===== config.mk =====
export PLATFORM = sky130hd
export DESIGN_NAME = mem_arbiter
export DESIGN_NICKNAME = d
export VERILOG_FILES = /design/src/rtl/mem_arbiter_pkg.sv /design/src/rtl/mem_arbiter_rr.sv /design/src/rtl/mem_arbiter.sv
export SDC_FILE = /design/constraint.sdc
export NUM_CORES = 1
export LEC_CHECK = 0
export BUFFER_PORTS_ARGS = -buffer_cell sky130_fd_sc_hd__buf_2
export CELL_PAD_IN_SITES_DETAIL_PLACEMENT = 0
export CELL_PAD_IN_SITES_GLOBAL_PLACEMENT = 1
export CORE_UTILIZATION = 25
export CTS_CLUSTER_SIZE = 12
export DETAILED_ROUTE_END_ITERATION = 6
export GPL_TIMING_DRIVEN = 0
export PLACE_DENSITY = 0.65
export SKIP_CTS_REPAIR_TIMING = 1
export SKIP_LAST_GASP = 1
export SLEW_MARGIN = 5
export SYNTH_ARGS = -nofsm -noshare
export SYNTH_HDL_FRONTEND = slang
export SYNTH_SLANG_ARGS = --single-unit

===== constraint.sdc =====
create_clock -name clk -period 3.14 [get_ports clk]
set_clock_uncertainty 0.2 [all_clocks]
set_input_delay 0.314 -clock clk [delete_from_list [all_inputs] [get_ports clk]]
set_output_delay 0.314 -clock clk [all_outputs]
set_load 0.01 [all_outputs]

===== src/rtl/mem_arbiter_pkg.sv =====
// Shared encodings for the two-port to byte-RAM arbiter: request codes,
// FSM state encoding and port indices.
package mem_arbiter_pkg;

  localparam logic [1:0] RW_NONE  = 2'b00;
  localparam logic [1:0] RW_READ  = 2'b01;
  localparam logic [1:0] RW_WRITE = 2'b10;

  localparam logic PORT0 = 1'b0;
  localparam logic PORT1 = 1'b1;

  typedef enum logic [2:0] {
    ST_IDLE    = 3'd0,
    ST_RD      = 3'd1,
    ST_RD_TAIL = 3'd2,
    ST_WR      = 3'd3,
    ST_DONE    = 3'd4
  } state_t;

  // 11 is deliberately not a request, same as 00.
  function automatic logic is_req(input logic [1:0] flag);
    return (flag == RW_READ) || (flag == RW_WRITE);
  endfunction

endpackage


===== src/rtl/mem_arbiter_rr.sv =====
// Two-port round-robin grant: a lone requester wins, a tie goes to the
// port that was not granted last. The last-grant register updates on grant_fire.
module mem_arbiter_rr
  import mem_arbiter_pkg::*;
(
  input  logic       clk,
  input  logic       rst,
  input  logic [1:0] req,
  input  logic       grant_fire,
  output logic       grant_valid,
  output logic       grant_port
);

  logic last_grant;

  assign grant_valid = |req;

  always_comb begin
    grant_port = PORT0;
    if (req == 2'b11) begin
      grant_port = ~last_grant;
    end else if (req[1]) begin
      grant_port = PORT1;
    end
  end

  // Reset to port1 so port0 is the first winner of a tie.
  always_ff @(posedge clk) begin
    if (rst) begin
      last_grant <= PORT1;
    end else if (grant_fire) begin
      last_grant <= grant_port;
    end
  end

endmodule


===== src/rtl/mem_arbiter.sv =====
// Serializes two 32-bit ports (dcache=port0, icache=port1) onto a byte-wide
// RAM, one 4-byte transaction at a time; all outputs are registered.
module mem_arbiter
  import mem_arbiter_pkg::*;
(
  input  logic        clk,
  input  logic        rst,
  input  logic [3:0]  rw_flag_i,
  input  logic [63:0] addr_i,
  input  logic [63:0] w_data_i,
  input  logic [7:0]  w_mask_i,
  output logic [63:0] r_data_o,
  output logic [1:0]  busy_o,
  output logic [1:0]  done_o,
  output logic [31:0] ram_addr_o,
  output logic        ram_we_o,
  output logic [7:0]  ram_w_data_o,
  input  logic [7:0]  ram_r_data_i,
  output logic [2:0]  fsm_state
);

  // Handshake: a port holds rw_flag until it sees busy_o; everything is
  // latched at grant, so later changes on that port are ignored until done_o.
  state_t      state;
  logic [1:0]  req;
  logic        grant_valid;
  logic        grant_port;
  logic        grant_fire;

  logic        cur_port;
  logic [31:0] cur_addr;
  logic [31:0] cur_data;
  logic [3:0]  cur_mask;
  logic [1:0]  k;
  logic [1:0]  k_next;
  logic [31:0] next_addr;
  logic [23:0] rd_buf;

  logic [1:0]  sel_flag;
  logic [31:0] sel_addr;
  logic [31:0] sel_data;
  logic [3:0]  sel_mask;

  assign req[0] = is_req(rw_flag_i[1:0]);
  assign req[1] = is_req(rw_flag_i[3:2]);

  assign grant_fire = (state == ST_IDLE) && grant_valid;
  assign fsm_state  = state;

  mem_arbiter_rr u_rr (
    .clk         (clk),
    .rst         (rst),
    .req         (req),
    .grant_fire  (grant_fire),
    .grant_valid (grant_valid),
    .grant_port  (grant_port)
  );

  always_comb begin
    sel_flag = rw_flag_i[1:0];
    sel_addr = addr_i[31:0];
    sel_data = w_data_i[31:0];
    sel_mask = w_mask_i[3:0];
    if (grant_port == PORT1) begin
      sel_flag = rw_flag_i[3:2];
      sel_addr = addr_i[63:32];
      sel_data = w_data_i[63:32];
      sel_mask = w_mask_i[7:4];
    end
  end

  // Byte offset wraps naturally modulo 2^32.
  assign k_next    = k + 2'd1;
  assign next_addr = cur_addr + {30'd0, k_next};

  always_ff @(posedge clk) begin
    if (rst) begin
      state        <= ST_IDLE;
      busy_o       <= 2'b00;
      done_o       <= 2'b00;
      ram_addr_o   <= 32'd0;
      ram_we_o     <= 1'b0;
      ram_w_data_o <= 8'd0;
      r_data_o     <= 64'd0;
      cur_port     <= PORT0;
      cur_addr     <= 32'd0;
      cur_data     <= 32'd0;
      cur_mask     <= 4'd0;
      k            <= 2'd0;
      rd_buf       <= 24'd0;
    end else begin
      case (state)
        ST_IDLE: begin
          done_o   <= 2'b00;
          busy_o   <= 2'b00;
          ram_we_o <= 1'b0;
          if (grant_fire) begin
            cur_port   <= grant_port;
            cur_addr   <= sel_addr;
            cur_data   <= sel_data;
            cur_mask   <= sel_mask;
            k          <= 2'd0;
            ram_addr_o <= sel_addr;
            busy_o     <= (grant_port == PORT1) ? 2'b10 : 2'b01;
            if (sel_flag == RW_WRITE) begin
              ram_we_o     <= sel_mask[0];
              ram_w_data_o <= sel_data[7:0];
              state        <= ST_WR;
            end else begin
              state <= ST_RD;
            end
          end
        end
        ST_RD: begin
          // RAM data lags the address by one cycle, so the byte for k-1 arrives now.
          if (k != 2'd0) begin
            rd_buf <= {ram_r_data_i, rd_buf[23:8]};
          end
          if (k == 2'd3) begin
            state <= ST_RD_TAIL;
          end else begin
            k          <= k_next;
            ram_addr_o <= next_addr;
          end
        end
        ST_RD_TAIL: begin
          if (cur_port == PORT1) begin
            r_data_o[63:32] <= {ram_r_data_i, rd_buf};
          end else begin
            r_data_o[31:0] <= {ram_r_data_i, rd_buf};
          end
          done_o <= busy_o;
          state  <= ST_DONE;
        end
        ST_WR: begin
          if (k == 2'd3) begin
            ram_we_o <= 1'b0;
            done_o   <= busy_o;
            state    <= ST_DONE;
          end else begin
            k            <= k_next;
            ram_addr_o   <= next_addr;
            ram_we_o     <= cur_mask[k_next];
            ram_w_data_o <= cur_data[8*k_next +: 8];
          end
        end
        ST_DONE: begin
          done_o <= 2'b00;
          busy_o <= 2'b00;
          state  <= ST_IDLE;
        end
        default: begin
          ram_we_o <= 1'b0;
          state    <= ST_IDLE;
        end
      endcase
    end
  end

endmodule


==> metrics.txt <==
status finished with violations; failing checks DRC, hold timing; crit path max fanout 10; Die Y 193 µm; syn nets between 1000 and 1500; Startpoint Class flip-flop; CTS sink count 208; Netlist cell types 61; Internal around 5800 µW; Tot Pwr 8670 µW; TritonCTS buffer count 25; initial DRC count around 490; Synth Area in Adders 0.00770; area grow syn2layout 42.6%; root buf cell clkbuf_16; CTS H-tree depth 1; Worst Hold Launch addr_i[43]; Die ar. 37200 µm²; Ys Warns 0; Post-synth EDFFs 0; number of global-route vias before repair ~9000; syn_area_per_cell 8.18 µm²; drt via density approximately 4.7; ANT nets after route 0; VDD IR max 0.000412 V; final hold vios 7; sequential area share after synthesis 0.458; Main synth FF type dfxtp_1; cell taking the most area after synthesis dfxtp_1; GRT Overall Usage 0.187; Leak 0.00532 µW; cell area after synthesis about 9100 µm²; Synth Area in Compound Gates 0.203; Tightest Pin Transition 915 ps; NetSw 2850 µW; Reg clk slew, reported paths 60 ps; clock share of power 0.355; synth top area cells dfxtp_1 46%, nand2_1 13%, a21oi_1 6.7%, a311oi_1 3.4%, nor2_1 2.7%; gp weighted congestion 0.829; fin crit period between 3000 and 4000 ps; Combinational Power Share 0.263; critical path type reg -> reg; total number of vias 9439; Critical Path End Type flip-flop; initial core utilization 0.255; Worst Hold Depth 4; PD cells ~670 nW/µm²; worst endpoint data arrival time ~3300 ps; WL/cell 18.1 µm; period utilization 0.966; post-synthesis cell count 1113; clock buffer depth 3; final core occ 0.364; Layout Cells excl Fill 1990; xor and xnor area share after synthesis 0.0279; final wirelength 36.1 mm; largest net degree at the start of global routing 14; Reg power frac 0.382; reg-to-reg slack, setup 110 ps; top cell type's share of synthesized area 0.458; main combinational cell family by area after synthesis simple AND/OR/NAND/NOR gates; ys async rst share 0; register area approximately 4200 µm²; MaxCap Viol Count 0; ratio of cells with drive above 1 in the final layout 0.243; r2r endpoint ram_addr_o[18]; multi-input logic area 4530 µm²; unrepaired setup endpoints after global routing yes; Slew headroom 0.385; reg2reg path depth 9; commonest non-fill, non-tap cell in the layout nand2_1; Setup-failing EPs final 0; grt ovf 0; hold path endpoint cur_addr[11]; clk_lat worst skew 550 ps; fillers 3862; origin of the critical flop-to-flop path k[0]; number of port buffers about 260; DRC viols 52; fin. max-slew vios 0; min-delay worst type in -> reg; Die W ~190 µm; pre-CTS setup slack -492 ps; first-pass GRT wire length around 53 mm; post-synthesis mux area share 0.0362; CORE AREA about 36000 µm²; CTS tree done; Worst Path Required 3380 ps; Final #Nets 1664; drt pass-1 iters 7; worst hold slack -24.7 ps; Detailed Place HPWL 26.8 mm; placed cell count about 1800; initial antenna violation count 6; Sw Share 0.328; most frequent cells in the layout 311 x nand2_1, 281 x buf_2, 207 x dfxtp_1, 121 x a21oi_1, 108 x dlygate4sd3_1; fmax 0.330 GHz; io pins 262; Yosys reg bits 208; # rows 69; Simple-Gate Fraction of Synth Area 0.221; worst setup margin 105 ps
[cell usage after synthesis, types with 18 or more instances]
cell type,count
dfxtp_1,208
a311oi_1,35
a21oi_1,121
a31oi_1,20
o21a_1,18
xnor2_1,20
nor2_1,66
nand2_1,312
nor3_1,21
clkbuf_1,58
buf_2,20
[metal layers]
layer	up-vias	GRT usage	part of all wire
met5	-	0	0.00083
met2	266	0.318	0.48
met1	4425	0.247	0.45
li1	4694	-	-
met3	48	0.0326	0.058
met4	6	0.0366	0.017
[logic make-up after synthesis]
group,after synthesis
XOR/XNOR,29
AO/OA/AOI/OAI,278
flip-flops,208
AND/OR/NAND/NOR,469
buffers and inverters,103
adder cells (fa/ha/maj),5
multiplexers,21
[through the flow]
step | setup TNS [ps] | cell area, µm² | hold WS, ps
6_report | 0 | 13000 | -24.7
5_1_grt | -13.3 | 13000 | 1.53
4_1_cts | -7450 | 11900 | -192
3_5_place_dp | -6570 | 11000 | 243
3_3_place_gp | -5710 | 11000 | 236
2_1_floorplan | 0 | 9100 | 245
[power by group through the flow]
stage               clock (µW)  sequential [µW]  combinational, µW
floorplan                    0             3350               1270
global placement             0             3360               2140
detailed placement           0             3360               2160
CTS                       3130             3310               2170
global route              3240             3360               2510
finish                    3080             3310               2280
[registers in the layout, indices dropped and copies added (netlist names)]
register	flops
r_data_o	64
cur_addr	32
cur_data	32
ram_addr_o	32
rd_buf	24
ram_w_data_o	8
cur_mask	4
fsm_state	3
busy_o	2
done_o	2
k	2
cur_port	1
ram_we_o	1
u_rr.last_grant	1
[critical path: stages (launching register included)]
cell	delay (ps)
dfxtp_2	390
buf_4	210
inv_1	120
ha_4	310
fa_2	250
and4_2	310
nand2_1	160
or4_2	580
xnor2_1	150
o221a_2	240
[worst max path at each step]
stage,slack (ps),start,to,depth (start not counted)
global placement,-480,k[0],ram_addr_o[18],9
floorplan,90,k[0],ram_addr_o[25],10
CTS,-510,k[0],ram_addr_o[18],9
global route,-10,k[0],ram_addr_o[18],9
detailed placement,-490,k[0],ram_addr_o[18],9
finish,110,k[0],ram_addr_o[18],9
[area by class of cell]
cell class	instances	area share
Inverter	16	0.00463
Tap cell	461	0.0445
Sequential cell	208	0.321
Clock buffer	36	0.0576
Multi-Input combinational cell	802	0.349
Buffer	87	0.0283
Antenna cell	3	0.000579
Clock inverter	8	0.0100
Timing Repair Buffer	369	0.184
No activity file was read; power rests on OpenSTA's default activity.
